<file path="src/rtl/image_bram_reader.sv">
// image_bram_reader: streams one IMG_W x IMG_H image from BRAM to a valid/ready consumer (optional IMAGE_READER_CHECKSUM_EN adds a pixel checksum)
module image_bram_reader #(
  parameter int IMG_W = 28,
  parameter int IMG_H = 28,
  parameter logic [15:0] BASE_ADDR = 16'd0,
  parameter int ADDR_W = 16,
  parameter int DATA_W = 8,
  parameter int FIFO_DEPTH = 4
) (
  input  logic clk,
  input  logic rst,
  input  logic start,
  input  logic mem_read_enable,
  output logic [ADDR_W-1:0] mem_addr,
  output logic mem_read_request,
  input  logic [DATA_W-1:0] mem_data,
  output logic [DATA_W-1:0] pix_data,
  output logic pix_valid,
  input  logic pix_ready,
  output logic pix_last_col,
  output logic pix_last,
  output logic busy,
  output logic done
`ifdef IMAGE_READER_CHECKSUM_EN
  ,
  output logic [17:0] checksum,
  output logic checksum_valid
`endif
);
  localparam int N = IMG_W * IMG_H;
  localparam int IW = $clog2(N + 1);
  localparam int AW = $clog2(FIFO_DEPTH);
  localparam int CW = $clog2(IMG_W);
  localparam int RW = $clog2(IMG_H);
  typedef enum logic [1:0] {IDLE, STREAM, DRAIN, DONE} state_t;
  state_t state;
  logic [IW-1:0] issued;
  logic [1:0] in_flight;
  logic req_q;
  logic [DATA_W-1:0] fifo [FIFO_DEPTH];
  logic [AW-1:0] wr_ptr, rd_ptr;
  logic [AW:0] count;
  logic [CW-1:0] col;
  logic [RW-1:0] row;
  logic push, pop, accept;
  assign push = req_q;
  assign pix_valid = count != '0;
  assign pop = pix_valid && pix_ready;
  assign accept = state == IDLE && start && mem_read_enable;
  assign mem_read_request = state == STREAM && issued < IW'(N) && mem_read_enable &&
                            (int'(count) + int'(in_flight) < FIFO_DEPTH);
  assign mem_addr = ADDR_W'(BASE_ADDR) + ADDR_W'(issued);
  assign pix_data = pix_valid ? fifo[rd_ptr] : '0;
  assign pix_last_col = pix_valid && col == CW'(IMG_W - 1);
  assign pix_last = pix_last_col && row == RW'(IMG_H - 1);
  assign busy = state == STREAM || state == DRAIN;
  assign done = state == DONE;
  // FIFO storage: data returned by the BRAM lands here the cycle after its request
  always_ff @(posedge clk) begin
    if (push) fifo[wr_ptr] <= mem_data;
  end
  // sequencer: state, issue/in-flight credit, FIFO pointers and framing counters
  always_ff @(posedge clk) begin
    if (rst) begin
      state <= IDLE;
      issued <= '0;
      in_flight <= '0;
      req_q <= 1'b0;
      wr_ptr <= '0;
      rd_ptr <= '0;
      count <= '0;
      col <= '0;
      row <= '0;
    end else begin
      req_q <= mem_read_request;
      in_flight <= in_flight + 2'(mem_read_request) - 2'(push);
      count <= count + (AW+1)'(push) - (AW+1)'(pop);
      if (push) wr_ptr <= wr_ptr + 1'b1;
      if (pop) rd_ptr <= rd_ptr + 1'b1;
      if (pop) begin
        col <= col == CW'(IMG_W - 1) ? '0 : col + 1'b1;
        if (col == CW'(IMG_W - 1)) row <= row == RW'(IMG_H - 1) ? '0 : row + 1'b1;
      end
      if (mem_read_request) issued <= issued + 1'b1;
      case (state)
        IDLE: if (accept) begin
          state <= STREAM;
          issued <= '0;
          col <= '0;
          row <= '0;
        end
        STREAM: if (mem_read_request && issued == IW'(N - 1)) state <= DRAIN;
        DRAIN: if (pop && pix_last) state <= DONE;
        default: state <= IDLE;
      endcase
    end
  end
`ifdef IMAGE_READER_CHECKSUM_EN
  assign checksum_valid = done;
  // running sum of accepted pixels, held after the image until the next accepted start
  always_ff @(posedge clk) begin
    if (rst || accept) checksum <= '0;
    else if (pop) checksum <= checksum + 18'(pix_data);
  end
`endif
endmodule

</file>
<file path="config.mk">
export PLATFORM = sky130hd
export DESIGN_NAME = image_bram_reader
export DESIGN_NICKNAME = d
export VERILOG_FILES = /design/src/rtl/image_bram_reader.sv
export SDC_FILE = /design/constraint.sdc
export NUM_CORES = 1
export LEC_CHECK = 0
export ABC_AREA = 1
export BUFFER_PORTS_ARGS = -buffer_cell sky130_fd_sc_hd__buf_2
export CORE_UTILIZATION = 57
export CTS_CLUSTER_DIAMETER = 200
export DETAILED_ROUTE_END_ITERATION = 10
export PLACE_DENSITY = 0.79
export SLEW_MARGIN = 25
export SYNTH_ARGS = -nofsm -noshare
export SYNTH_HDL_FRONTEND = slang
export SYNTH_SLANG_ARGS = --single-unit
</file>
<file path="constraint.sdc">
create_clock -name clk -period 2.31 [get_ports clk]
set_input_delay 0.462 -clock clk [delete_from_list [all_inputs] [get_ports clk]]
set_output_delay 0.462 -clock clk [all_outputs]
set_load 0.02 [all_outputs]
</file>
==> reports/metrics.yaml <==
outcome: "complete, no violations"
swShare_pct: 33.6
grt_pass1_vias: 2253
port_buffers: 36
internal_power_uw: 2390
crit_required_ps: 1850
grt.busiest_layer: "met2"
yosys_warnings: 0
timing.final.crit_share_pct: 92.0
die_h_um: 76.4
ys_ff_latch: 66
rsz0062_at_grt: "false"
power_density_nw_per_um2: 994
insertion_delay_ps: 340
routed_wl_mm: 5.80
cp_slowest_stage_delay_ps: 410
dieArea_um2: 5840
fillers: 402
setup_violations: 0
antenna_found_initial: 0
path_max_fanout: 9
cts_buffer_depth: 2
setup-tns-final_ps: 0
drc_errors: 0
place_inst: 448
worst_setup_path_end_kind: "output pin"
antenna_cells: 0
cpLargestDelayFamily: "flip-flops"
cp.arrival_ps: 1660
cts-buffers-inserted: 9
nets: 420
start_util_pct: 60.6
clkTransAtPathRegs_ps: 70
irDropWorstVdd_v: 0.000783
grt.total_usage_pct: 22.3
ys_seq_area_share_pct: 52.0
p_leak_uw: 0.00156
use_met2_pct: 34.2
start_kind: "register"
min_path_type: "input pin to register"
drtPass1Iterations: 4
first_iter_violations: 143
rows: 26
clock_skew_ps: 9.00
hold_viol: 0
num_vias: 2368
gp_congestion: 0.828
fin_cells: 464
cts_tree: "built"
final_max_slew_viol_count: 0
overflow: 0
numClockSinks: 66
power_frac_seq_pct: 39.8
fmax_mhz: 471
path_buf_inv: 2
ys_types: 35
syn_area_um2: 3160
post_synth_inst_count: 347
grt_pass1_wl_mm: 9.96
cts_root_buf: "clkbuf_8"
p_sw_uw: 1210
ant_nets: 0
use_met3_pct: 6.11
period_needed_ps: 2120
slowest_stage: "dfxtp_1"
wire_per_inst_um: 12.5
comb_power_share_pct: 28.6
met1_usage_pct: 28.1
fp.dieW_um: 76.4
maxCapViolCount: 0
hold_buffers: 0
synth_area_per_cell_um2: 9.10
cts_setup_buffers: 0
worstPathCellList: "ha_1 -> nand2_1 -> nor2_1 -> nor2_4 -> nand2_4 -> inv_4 -> buf_2"
crit_type: "register to output pin"
core_area_um2: 5200
drive_gt1_share_pct: 20.3
syn2layout_area_growth_pct: 14.5
clkPwrFrac_pct: 31.5
viasPerCell: 5.10
timing.hold.ws_ps: 335
top_level_ports: 43
place_hpwl_mm: 4.07
post_cts_resized: 0
h-tree-depth: 3
grt_start_max_net_pins: 17
[cells by family after synthesis]
| family | count (synthesis) | share of synthesized area [%] |
|---|---|---|
| flops | 66 | 52.0 |
| compound gates | 58 | 9.39 |
| other cells | 1 | 0.119 |
| xor+xnor | 7 | 1.94 |
| buf+inv | 56 | 7.69 |
| simple gates | 141 | 21.5 |
| fa+ha+maj | 18 | 7.37 |
[layout by cell type (no fill, tap or decap), drive strengths merged]
cell type | synthesis | final
a21oi | 26 | 26
a31o | 1 | 1
and3 | 1 | 1
buf | 9 | 37
bufinv | 0 | 3
clkbuf | 2 | 13
clkinv | 1 | 1
conb | 1 | 6
dfxtp | 34 | 34
edfxtp | 32 | 32
fa | 1 | 1
ha | 17 | 17
inv | 44 | 44
nand2 | 46 | 46
nand3 | 7 | 7
nand4 | 4 | 4
nor2 | 72 | 72
nor3 | 6 | 6
nor3b | 2 | 2
nor4 | 1 | 1
o21ai | 30 | 30
o21bai | 1 | 1
or2 | 2 | 2
xnor2 | 1 | 1
xor2 | 6 | 6
[layout make-up]
type                       count  area [um2]  area share, %
tap                           70        87.6           2.42
clock inverter                 3        90.1           2.49
sequential                    66        1640           45.5
timing repair buffer          37         188           5.19
clock buffer                  13         139           3.84
inverter                      45         175           4.85
multi-input combinational    230        1290           35.7
[final timing paths]
kind	from	end	slack [ps]	cells past startpoint
min reg2reg	rd_ptr[1]	register	470	2
max	count[1]	mem_read_request	190	7
min	mem_data[0]	fifo[2][0]	340	1
max reg2reg	count[1]	count[2]	380	11
[cell usage after synthesis]
master    count  area share [%]
nor2_1       65             7.7
inv_1        40             4.8
nand2_1      37             4.4
dfxtp_1      34              22
edfxtp_1     32              30
o21ai_0      29             4.6
a21oi_1      26             4.1
ha_1         17             6.7
buf_4         6             1.4
nand3_1       6            0.95
xor2_1        6             1.7
nand2_2       5            0.99
nor3_1        5            0.79
nand2_4       4             1.4
nand4_1       4            0.79
nor2_2        4            0.79
buf_2         3            0.48
nor2_4        3             1.1
clkbuf_1      2            0.24
inv_2         2            0.24
inv_4         2            0.40
nor3b_2       2            0.79
a31o_2        1            0.28
and3_2        1            0.24
clkinv_2      1            0.16
conb_1        1            0.12
fa_1          1            0.63
nand3_2       1            0.32
nor3_4        1            0.52
nor4_1        1            0.20
o21ai_1       1            0.16
o21bai_1      1            0.24
or2_2         1            0.20
or2_4         1            0.28
xnor2_1       1            0.28
[metrics by stage]
step	utilization, %	setup slack [ps]	area [um2]	power [uW]
after floorplan	-	473	3180	2220
after global placement	65.0	417	3380	2440
after detailed placement	65.0	374	3380	2480
after CTS	69.4	112	3610	3610
after global routing	69.4	71.1	3610	3810
final	69.4	186	3610	3590
[flip-flops by register name, indices dropped and copies added, names as in the netlist, named ones only]
| signal | count |
|---|---|
| fifo | 32 |
| issued | 10 |
| col | 5 |
| row | 5 |
| count | 3 |
| in_flight | 2 |
| rd_ptr | 2 |
| state | 2 |
| wr_ptr | 2 |
| push | 1 |
[power by group through the flow]
stage / clock (uW) / combinational, uW / sequential, uW
floorplan: 0 / 802 / 1410
global placement: 0 / 996 / 1450
detailed placement: 0 / 1030 / 1460
CTS: 1140 / 1040 / 1430
global route: 1190 / 1170 / 1450
finish: 1130 / 1030 / 1430
[layer usage]
metal | share of wire, % | up-vias | wire length [um]
li1 | - | 1204 | -
met1 | 46 | 1087 | 2700
met2 | 47 | 66 | 2720
met3 | 5.2 | 11 | 303
met4 | 1.4 | 0 | 84
met5 | 0 | - | 0
(Power assumes the default switching activity.)
